==> config.mk <==
export PLATFORM = sky130hd
export DESIGN_NAME = fetch_issue_unit
export DESIGN_NICKNAME = d
export VERILOG_FILES = /design/src/rtl/fetch_issue_unit.sv
export SDC_FILE = /design/constraint.sdc
export NUM_CORES = 1
export LEC_CHECK = 0
export BUFFER_PORTS_ARGS = -buffer_cell sky130_fd_sc_hd__buf_2
export CORE_MARGIN = 10
export CORE_UTILIZATION = 49
export DETAILED_ROUTE_END_ITERATION = 8
export PLACE_DENSITY_LB_ADDON = 0.2
export SETUP_SLACK_MARGIN = 0.5
export SLEW_MARGIN = 25
export SYNTH_ARGS = -nofsm -noshare
export SYNTH_HDL_FRONTEND = slang
export SYNTH_SLANG_ARGS = --single-unit
==> constraint.sdc <==
create_clock -name clk -period 5.6 [get_ports clk]
set_input_delay 0.84 -clock clk [delete_from_list [all_inputs] [get_ports clk]]
set_output_delay 0.84 -clock clk [all_outputs]
set_load 0.05 [all_outputs]
==> src/rtl/fetch_issue_unit.sv <==
// fetch_issue_unit: instruction-fetch stage ahead of the decoder/controller.
// Fetches one word per instruction over a req/rvalid handshake, presents it
// to the controller, waits for execute to finish, then steps the PC.
module fetch_issue_unit #(
   parameter int              PC_W     = 8,
   parameter logic [PC_W-1:0] RESET_PC = '0,
   parameter int              TIMEOUT  = 16
) (
   input  logic            clk,
   input  logic            rst_n,
   output logic            imem_req,
   output logic [PC_W-1:0] imem_addr,
   input  logic            imem_rvalid,
   input  logic [31:0]     imem_rdata,
   output logic            instr_valid,
   output logic [31:0]     instr,
   output logic [5:0]      op,
   output logic [5:0]      func,
   output logic [PC_W-1:0] pc,
   output logic [PC_W-1:0] pc_link,
   input  logic            ex_done,
   input  logic            branch,
   input  logic            beq_ben,
   input  logic            alu_zero,
   input  logic            jump,
   input  logic            ret,
   input  logic [PC_W-1:0] ret_addr,
   output logic            fetch_err
);

   localparam int              CNT_W    = (TIMEOUT > 1) ? $clog2(TIMEOUT) : 1;
   localparam logic [CNT_W-1:0] CNT_LAST = CNT_W'(TIMEOUT - 1);

   localparam logic [1:0] ST_FETCH    = 2'd0;
   localparam logic [1:0] ST_WAIT_MEM = 2'd1;
   localparam logic [1:0] ST_ISSUE    = 2'd2;
   localparam logic [1:0] ST_HALT     = 2'd3;

   logic [1:0]      state;
   logic [CNT_W-1:0] wait_cnt;
   logic [PC_W-1:0] br_off;
   logic [PC_W-1:0] jmp_tgt;
   logic [PC_W-1:0] next_pc;
   logic            br_taken;

   // Branch offset is the sign-extended 16-bit immediate reduced to PC width;
   // the jump target is the 26-bit field zero-extended or truncated likewise.
   generate
      if (PC_W <= 16) begin : g_off_narrow
         assign br_off = instr[PC_W-1:0];
      end else begin : g_off_wide
         assign br_off = {{(PC_W-16){instr[15]}}, instr[15:0]};
      end
      if (PC_W <= 26) begin : g_jmp_narrow
         assign jmp_tgt = instr[PC_W-1:0];
      end else begin : g_jmp_wide
         assign jmp_tgt = {{(PC_W-26){1'b0}}, instr[25:0]};
      end
   endgenerate

   assign pc_link  = pc + PC_W'(1);
   assign br_taken = branch & (alu_zero ^ beq_ben);

   // Next-PC selection: return beats jump beats taken branch beats fall-through.
   always_comb begin
      next_pc = pc_link;
      if (ret) begin
         next_pc = ret_addr;
      end else if (jump) begin
         next_pc = jmp_tgt;
      end else if (br_taken) begin
         next_pc = pc_link + br_off;
      end
   end

   // Fetch/issue sequencer with the memory-wait timeout counter.
   always_ff @(posedge clk or negedge rst_n) begin
      if (!rst_n) begin
         state    <= ST_FETCH;
         wait_cnt <= '0;
      end else begin
         case (state)
            ST_FETCH: begin
               state    <= ST_WAIT_MEM;
               wait_cnt <= '0;
            end
            ST_WAIT_MEM: begin
               if (imem_rvalid) begin
                  state <= ST_ISSUE;
               end else if (wait_cnt == CNT_LAST) begin
                  state <= ST_HALT;
               end else begin
                  wait_cnt <= wait_cnt + CNT_W'(1);
               end
            end
            ST_ISSUE: begin
               if (ex_done) begin
                  state <= ST_FETCH;
               end
            end
            default: begin
               state <= ST_HALT;
            end
         endcase
      end
   end

   // PC advances only when execute retires the issued instruction.
   always_ff @(posedge clk or negedge rst_n) begin
      if (!rst_n) begin
         pc <= RESET_PC;
      end else if (state == ST_ISSUE && ex_done) begin
         pc <= next_pc;
      end
   end

   // Instruction register captures memory data only while waiting for it.
   always_ff @(posedge clk or negedge rst_n) begin
      if (!rst_n) begin
         instr <= '0;
      end else if (state == ST_WAIT_MEM && imem_rvalid) begin
         instr <= imem_rdata;
      end
   end

   // Request is gated by rst_n so it is low for the whole reset interval
   // even though the sequencer sits in FETCH during reset.
   assign imem_req    = rst_n & (state == ST_FETCH);
   assign imem_addr   = pc;
   assign instr_valid = (state == ST_ISSUE);
   assign fetch_err   = (state == ST_HALT);
   assign op          = instr[31:26];
   assign func        = instr[5:0];

endmodule

==> metrics.txt, run 1 <==
status=completed; CP delay by family, top=buffers and inverters; vias in the first global route=2196; Cell Area, Placed=3110 um2; RSZ-0062 raised after global routing=false; Placed Cells=405; CORE AREA=5110 um2; io pins=120; IO Port Bufs=119; Yosys reg bits=46; clock root buffer=clkbuf_8; initial core utilization=50.8%; crit path DAT=1940 ps; CTS tree=done; latest clock arrival within the worst-skew pair=300 ps; final instance area=3210 um2; YS warnings=0; async set-reset flop share out of synthesis=100%; Crit Reg-Reg Endpoint=imem_addr[7]; Max Freq=0.360 GHz; CP dominant cell by count=buf_2; Synth cell types=41; simple logic cell fraction of the synthesized area=9.25%; Worst-path clk slew=90 ps; most frequent cells in the layout=buf_2, dfrtp_1, mux2_2, a21oi_1, nand2_1; Clock Sinks=46; Seq/Total Area, Yosys=44.3%; Slew @ Worst Pin=590 ps; area delta synth->final=23.6%; largest family of logic cells by synthesized area=multiplexers; # Post-CTS Setup Buffers=0; ratio of cells with drive above 1 in the final layout=48.7%; via count=2097; hold endpoint=wait_cnt[3]; post-synthesis mux area share=15.0%; final WL=6.52 mm; worst r2r src=imem_addr[0]; crit path max fanout=47; final hold violation count=0; first-pass GRT wire length=11.1 mm; CP endpoint kind=primary output; Die Width=92.8 um; Syn Area/Cell=10.7 um2; max_cap viols=0; grt ovf=0; setup TNS=0 ps; CP Cell Sequence=buf_2, buf_4, nor3b_1, buf_2; DR WL/cell=15.8 um; die height=92.8 um; Max Clock Skew=5.35 ps; initial antenna violation count=0; most common cell after layout, fill and taps aside=buf_2; Via density=5.08; NumNets Final=402; Synth Flop Type=dfrtp_1; worst hold path type=flip-flop to flip-flop; post-synthesis compound-gate area fraction=13.5%; largest net degree at the start of global routing=48; Startpoint Class=input port; die area=8610 um2; reg2reg path depth=10; post-route non-filler standard cell count=413; DP Wirelength=5.11 mm; Tmin final=2780 ps; final slew viol count=0; GRT Util Overall=15.7%; drt drc=0; Rel. slew slack=60.6%; count of flip-flops with a built-in enable after synthesis=0; Setup Crit Path Kind=input port to primary output; xor/xnor share of the synthesized area=4.00%; CTS Buf Count=5; Buf/Inv on CP=3; Inserted Diodes=0; syn_nets=302; max incr delay on CP=480 ps; Cell Area, Synth=2600 um2; Row Count=26; hold depth=1; adder-cell share of the synthesized area=5.59%; CTS H-Tree Depth=2; worst path required time=4760 ps; Clock Path Buffers=2; hold_sp=wait_cnt[3]; CP max stage cell=buf_4; endpoints failing setup=0; reg2reg setup slack=2850 ps; PostCTS Resize Cnt=0; first drt pass iteration count=4; # hold bufs at CTS=0; # fillers=450; Post-Syn Instances=242; period utilization=49.6%; Detail Route Antenna Nets=0; routability congestion estimate=0.815; initial DRC count=50
==> worst register-to-register path, cell delays in order (launching register included) <==
cell and delay, ps:
dfrtp_1 500, ha_1 260, nand3_1 100, xnor2_1 190, ha_1 380, nand3_1 100
o211ai_1 260, a31oi_1 180, or4b_1 510, o211ai_2 100, o21ai_2 60
==> cells in the mapped netlist (3+ instances only) <==
| cell type | number | area share [%] |
|---|---|---|
| o21ai_0 | 10 | 1.9 |
| a21o_1 | 3 | 0.87 |
| nand3_1 | 7 | 1.3 |
| dfrtp_1 | 46 | 44 |
| mux2i_1 | 3 | 1.2 |
| nor2b_1 | 5 | 1.2 |
| xnor2_1 | 5 | 1.7 |
| a21oi_1 | 23 | 4.4 |
| nand2_1 | 11 | 1.6 |
| a211oi_1 | 6 | 1.7 |
| buf_4 | 20 | 5.8 |
| nor2_1 | 7 | 1.0 |
| xor2_1 | 5 | 1.7 |
| mux2_2 | 32 | 14 |
| clkbuf_1 | 7 | 1.0 |
| nor3_1 | 6 | 1.2 |
| inv_1 | 9 | 1.3 |
| ha_1 | 10 | 4.8 |
==> worst max-delay path by stage <==
| stage | slack [ps] | depth (start not counted) | start | endpoint |
|---|---|---|---|---|
| after floorplan | 2090 | 10 | imem_addr[0] | imem_addr[7] |
| after global placement | 2810 | 4 | rst_n | imem_req |
| after detailed placement | 2790 | 4 | rst_n | imem_req |
| after CTS | 2780 | 4 | rst_n | imem_req |
| after global routing | 2630 | 10 | imem_addr[0] | imem_addr[7] |
| final | 2820 | 4 | rst_n | imem_req |
==> metal layers <==
metal,share of wire [%],GRT usage (%)
met1,44,19.9
met2,45,23.7
met3,10,6.86
met4,1.0,4.24
met5,0,0
==> flip-flops by register name (all words and copies together), names as in the netlist <==
| name | count |
|---|---|
| wait_cnt | 4 |
| imem_addr | 8 |
| instr | 32 |
| state | 2 |
==> metrics by stage <==
stage,util (%),hold WS (ps),worst slack [ps]
finish,62.8,491,2820
floorplan,-,454,2090
CTS,62.8,492,2780
global route,62.8,532,2630
global placement,61.0,478,2810
detailed placement,61.0,475,2790
==> logic make-up (layout without fill, tap and decap cells) <==
kind of cell,count (synthesis),count (layout)
flops,46,46
xor+xnor,11,11
fa+ha+maj,11,11
mux,35,35
buf+inv,37,138
compound gates,56,56
simple gates,46,46
==> area by class of cell <==
| cell class | count | area, um2 | area share (%) |
|---|---|---|---|
| clock buffer | 7 | 86.3 | 2.69 |
| clock inverter | 1 | 8.76 | 0.273 |
| inverter | 9 | 33.8 | 1.05 |
| multi-input combinational | 159 | 1230 | 38.3 |
| sequential | 46 | 1150 | 35.9 |
| tap | 70 | 87.6 | 2.73 |
| timing repair buffer | 121 | 611 | 19.0 |
Power of run 1 is left out: the tool's default activity adds up to more than one toggle a clock period on the data nets, which glitch-free logic cannot reach.
==> run 2, diff against run 1 <==
--- a/config.mk
+++ b/config.mk
@@ -5,9 +5,10 @@
 export SDC_FILE = /design/constraint.sdc
 export NUM_CORES = 1
 export LEC_CHECK = 0
+export ABC_AREA = 1
 export BUFFER_PORTS_ARGS = -buffer_cell sky130_fd_sc_hd__buf_2
 export CORE_MARGIN = 10
-export CORE_UTILIZATION = 49
+export CORE_UTILIZATION = 48
 export DETAILED_ROUTE_END_ITERATION = 8
 export PLACE_DENSITY_LB_ADDON = 0.2
 export SETUP_SLACK_MARGIN = 0.5
==> constraint.sdc (replaced) <==
create_clock -name clk -period 2.6 [get_ports clk]
set_input_delay 0.39 -clock clk [delete_from_list [all_inputs] [get_ports clk]]
set_output_delay 0.39 -clock clk [all_outputs]
set_load 0.05 [all_outputs]
==> run 2 against run 1 <==
Cell area grew 16%. Non-clock buffer count grew 16. Register-to-register slack lost 2500 ps. Sequential share of layout area shrank 4.6 points. Clock-buffer cell count shrank 2. First-iteration DRC count grew 26%. Critical path depth grew 14. Critical path type is now flip-flop to flip-flop. Highest routed layer unchanged.
==> metrics.txt, run 2 <==
status=completed (unchanged); Synth cell types=33 (was 41); Setup Crit Path Kind=flip-flop to flip-flop (was input port to primary output); DP Wirelength=6.02 mm (was 5.11 mm); final WL=7.75 mm (was 6.52 mm); RSZ-0062 raised after global routing=true (was false); CORE AREA=5510 um2 (was 5110 um2); NumNets Final=464 (was 402); ratio of cells with drive above 1 in the final layout=58.4% (was 48.7%); Slew @ Worst Pin=748 ps (was 590 ps); clock root buffer=clkbuf_8 (unchanged); worst hold path type=input port to async pin (was flip-flop to flip-flop); count leader, synth=nand2_1 (was dfrtp_1); Cell Area, Synth=2730 um2 (was 2600 um2); worst path required time=2780 ps (was 4760 ps); M1 wire length=2.86 mm (was 2.88 mm); initial antenna violation count=1 (was 0); Syn Area/Cell=9.50 um2 (was 10.7 um2); die area=9090 um2 (was 8610 um2); Clock Sinks=46 (unchanged); Die Width=95.4 um (was 92.8 um); GRT Util Overall=16.8% (was 15.7%); met2 wire len=4.04 mm (was 2.92 mm); DR WL/cell=16.3 um (was 15.8 um); drt drc=0 (unchanged); IO Port Bufs=119 (unchanged); first-pass GRT wire length=12.2 mm (was 11.1 mm); YS warnings=0 (unchanged); largest net degree at the start of global routing=47 (was 48); Detail Route Antenna Nets=0 (unchanged); Synth top area share=42.2% (was 44.3%); Seq/Total Area, Yosys=42.2% (was 44.3%); initial core utilization=49.5% (was 50.8%); Synth top cells by count=nand2_1, dfrtp_1, mux2_2 (was dfrtp_1, mux2_2, a21oi_1); area of the multi-input gates=1520 um2 (was 1230 um2); Yosys reg bits=46 (unchanged); uppermost layer routed=met4 (unchanged); DR WL met3=778 um (was 657 um); final slew viol count=0 (unchanged); area leader, netlist=dfrtp_1 (unchanged); die height=95.4 um (was 92.8 um); CTS Buf Count=5 (unchanged); grt ovf=0 (unchanged); Rel. slew slack=50.0% (was 60.6%); Reg area=1160 um2 (was 1150 um2); Post-Syn Instances=287 (was 242); final hold violation count=0 (unchanged); Tmin final=2240 ps; async set-reset flop share out of synthesis=100% (unchanged); Largest register FFs=32 (unchanged); crit path max fanout=4 (was 47); max_cap viols=0 (unchanged); Clock Path Buffers=2 (unchanged); area delta synth->final=36.6% (was 23.6%); most common cell after layout, fill and taps aside=buf_2 (unchanged); top cells by area, synth=dfrtp_1, mux2_2, nand2_1 (was dfrtp_1, mux2_2, buf_4); initial DRC count=63 (was 50); most frequent cells in the layout=buf_2, nand2_1, dfrtp_1, mux2_2, inv_1 (was buf_2, dfrtp_1, mux2_2, a21oi_1, nand2_1); count of flip-flops with a built-in enable after synthesis=0 (unchanged); routability congestion estimate=0.852 (was 0.815); Worst-path clk slew=80 ps (was 90 ps); syn_nets=347 (was 302); CTS H-Tree Depth=2 (unchanged); io pins=120 (unchanged); Row Count=27 (was 26); endpoints failing setup=0 (unchanged); vias in the first global route=2502 (was 2196); Startpoint Class=flip-flop (was input port); crit path DAT=2430 ps (was 1940 ps); CP endpoint kind=flip-flop (was primary output); Inserted Diodes=0 (unchanged); latest clock arrival within the worst-skew pair=290 ps (was 300 ps); Via density=5.05 (was 5.08); Max Freq=0.446 GHz; via count=2404 (was 2097); CTS tree=done (unchanged); period utilization=86.3%; first drt pass iteration count=6 (was 4); # fillers=459 (was 450); Synth Flop Type=dfrtp_1 (unchanged); register with the most flip-flops=instr (unchanged); setup TNS=0 ps (unchanged); Max Clock Skew=8.24 ps (was 5.35 ps)
-- run 2: logic make-up after synthesis --
family | count (synthesis) | share of synthesized area (%)
xor gates and xnor gates | 9 | 3.17
AOI/OAI and AO/OA | 39 | 7.80
muxes | 32 | 13.2
adders and majority gates | 11 | 5.32
buffers and inverters | 52 | 11.7
DFF | 46 | 42.2
and+or+nand+nor | 98 | 16.7
-- run 2: final cells by class --
| cell class | instances | share of cell area, % |
|---|---|---|
| inverter | 25 | 2.92 |
| sequential | 46 | 31.3 |
| timing repair buffer | 137 | 20.4 |
| multi-input combinational | 189 | 40.7 |
| clock buffer | 5 | 1.85 |
| tap | 72 | 2.42 |
| clock inverter | 2 | 0.403 |
-- run 2: critical path, stage by stage (launching register included) --
cell	delay, ps
dfrtp_4	500
ha_4	190
nand2_4	70
nor2_4	40
nand2_2	80
xor2_2	180
inv_2	70
ha_4	280
nand2_1	60
inv_2	70
nand2_1	60
o21ai_2	140
nand3_1	80
nand3_1	70
nand2_1	50
nand2_1	50
nand2_1	40
nand2_1	50
nand2_1	40
-- run 2: stage by stage --
stage	hold WS [ps]	setup slack, ps	cell area, um2	util [%]	cells
floorplan	94.4	137	2920	-	287
global placement	483	353	3400	61.7	452
detailed placement	492	259	3400	61.7	452
CTS	205	385	3620	65.7	470
global route	220	209	3720	67.6	476
finish	191	356	3720	67.6	476
-- run 2: routing by layer --
metal  track usage (%)  vias up
met5                 0        -
met4              5.74        0
met3              7.31        7
met2              29.4       87
met1              17.8     1161
li1                  -     1149
-- run 2: final timing paths --
path | depth (start not counted) | slack (ps) | start | endpoint
hold reg to reg | 1 | 510 | instr[14] | instr[14]
min in group clk | 2 | 280 | ex_done | state[1]
hold / removal | 2 | 190 | rst_n | state[0]
max in group asynchronous | 2 | 1980 | rst_n | imem_addr[2]
setup / recovery | 18 | 360 | imem_addr[0] | imem_addr[7]
setup reg to reg | 18 | 360 | imem_addr[0] | imem_addr[7]
-- run 2: timing repair --
item | in CTS | in global routing
gates resized for setup | 14 | 15
pin swaps | 10 | 11
hold buffers | 0 | 0
setup buffers | 11 | 6
endpoints found under the hold margin | 0 | 0
cloned | 0 | 0
endpoints found under the setup margin | 5 | 8
Power of run 2 is left out for the same reason.
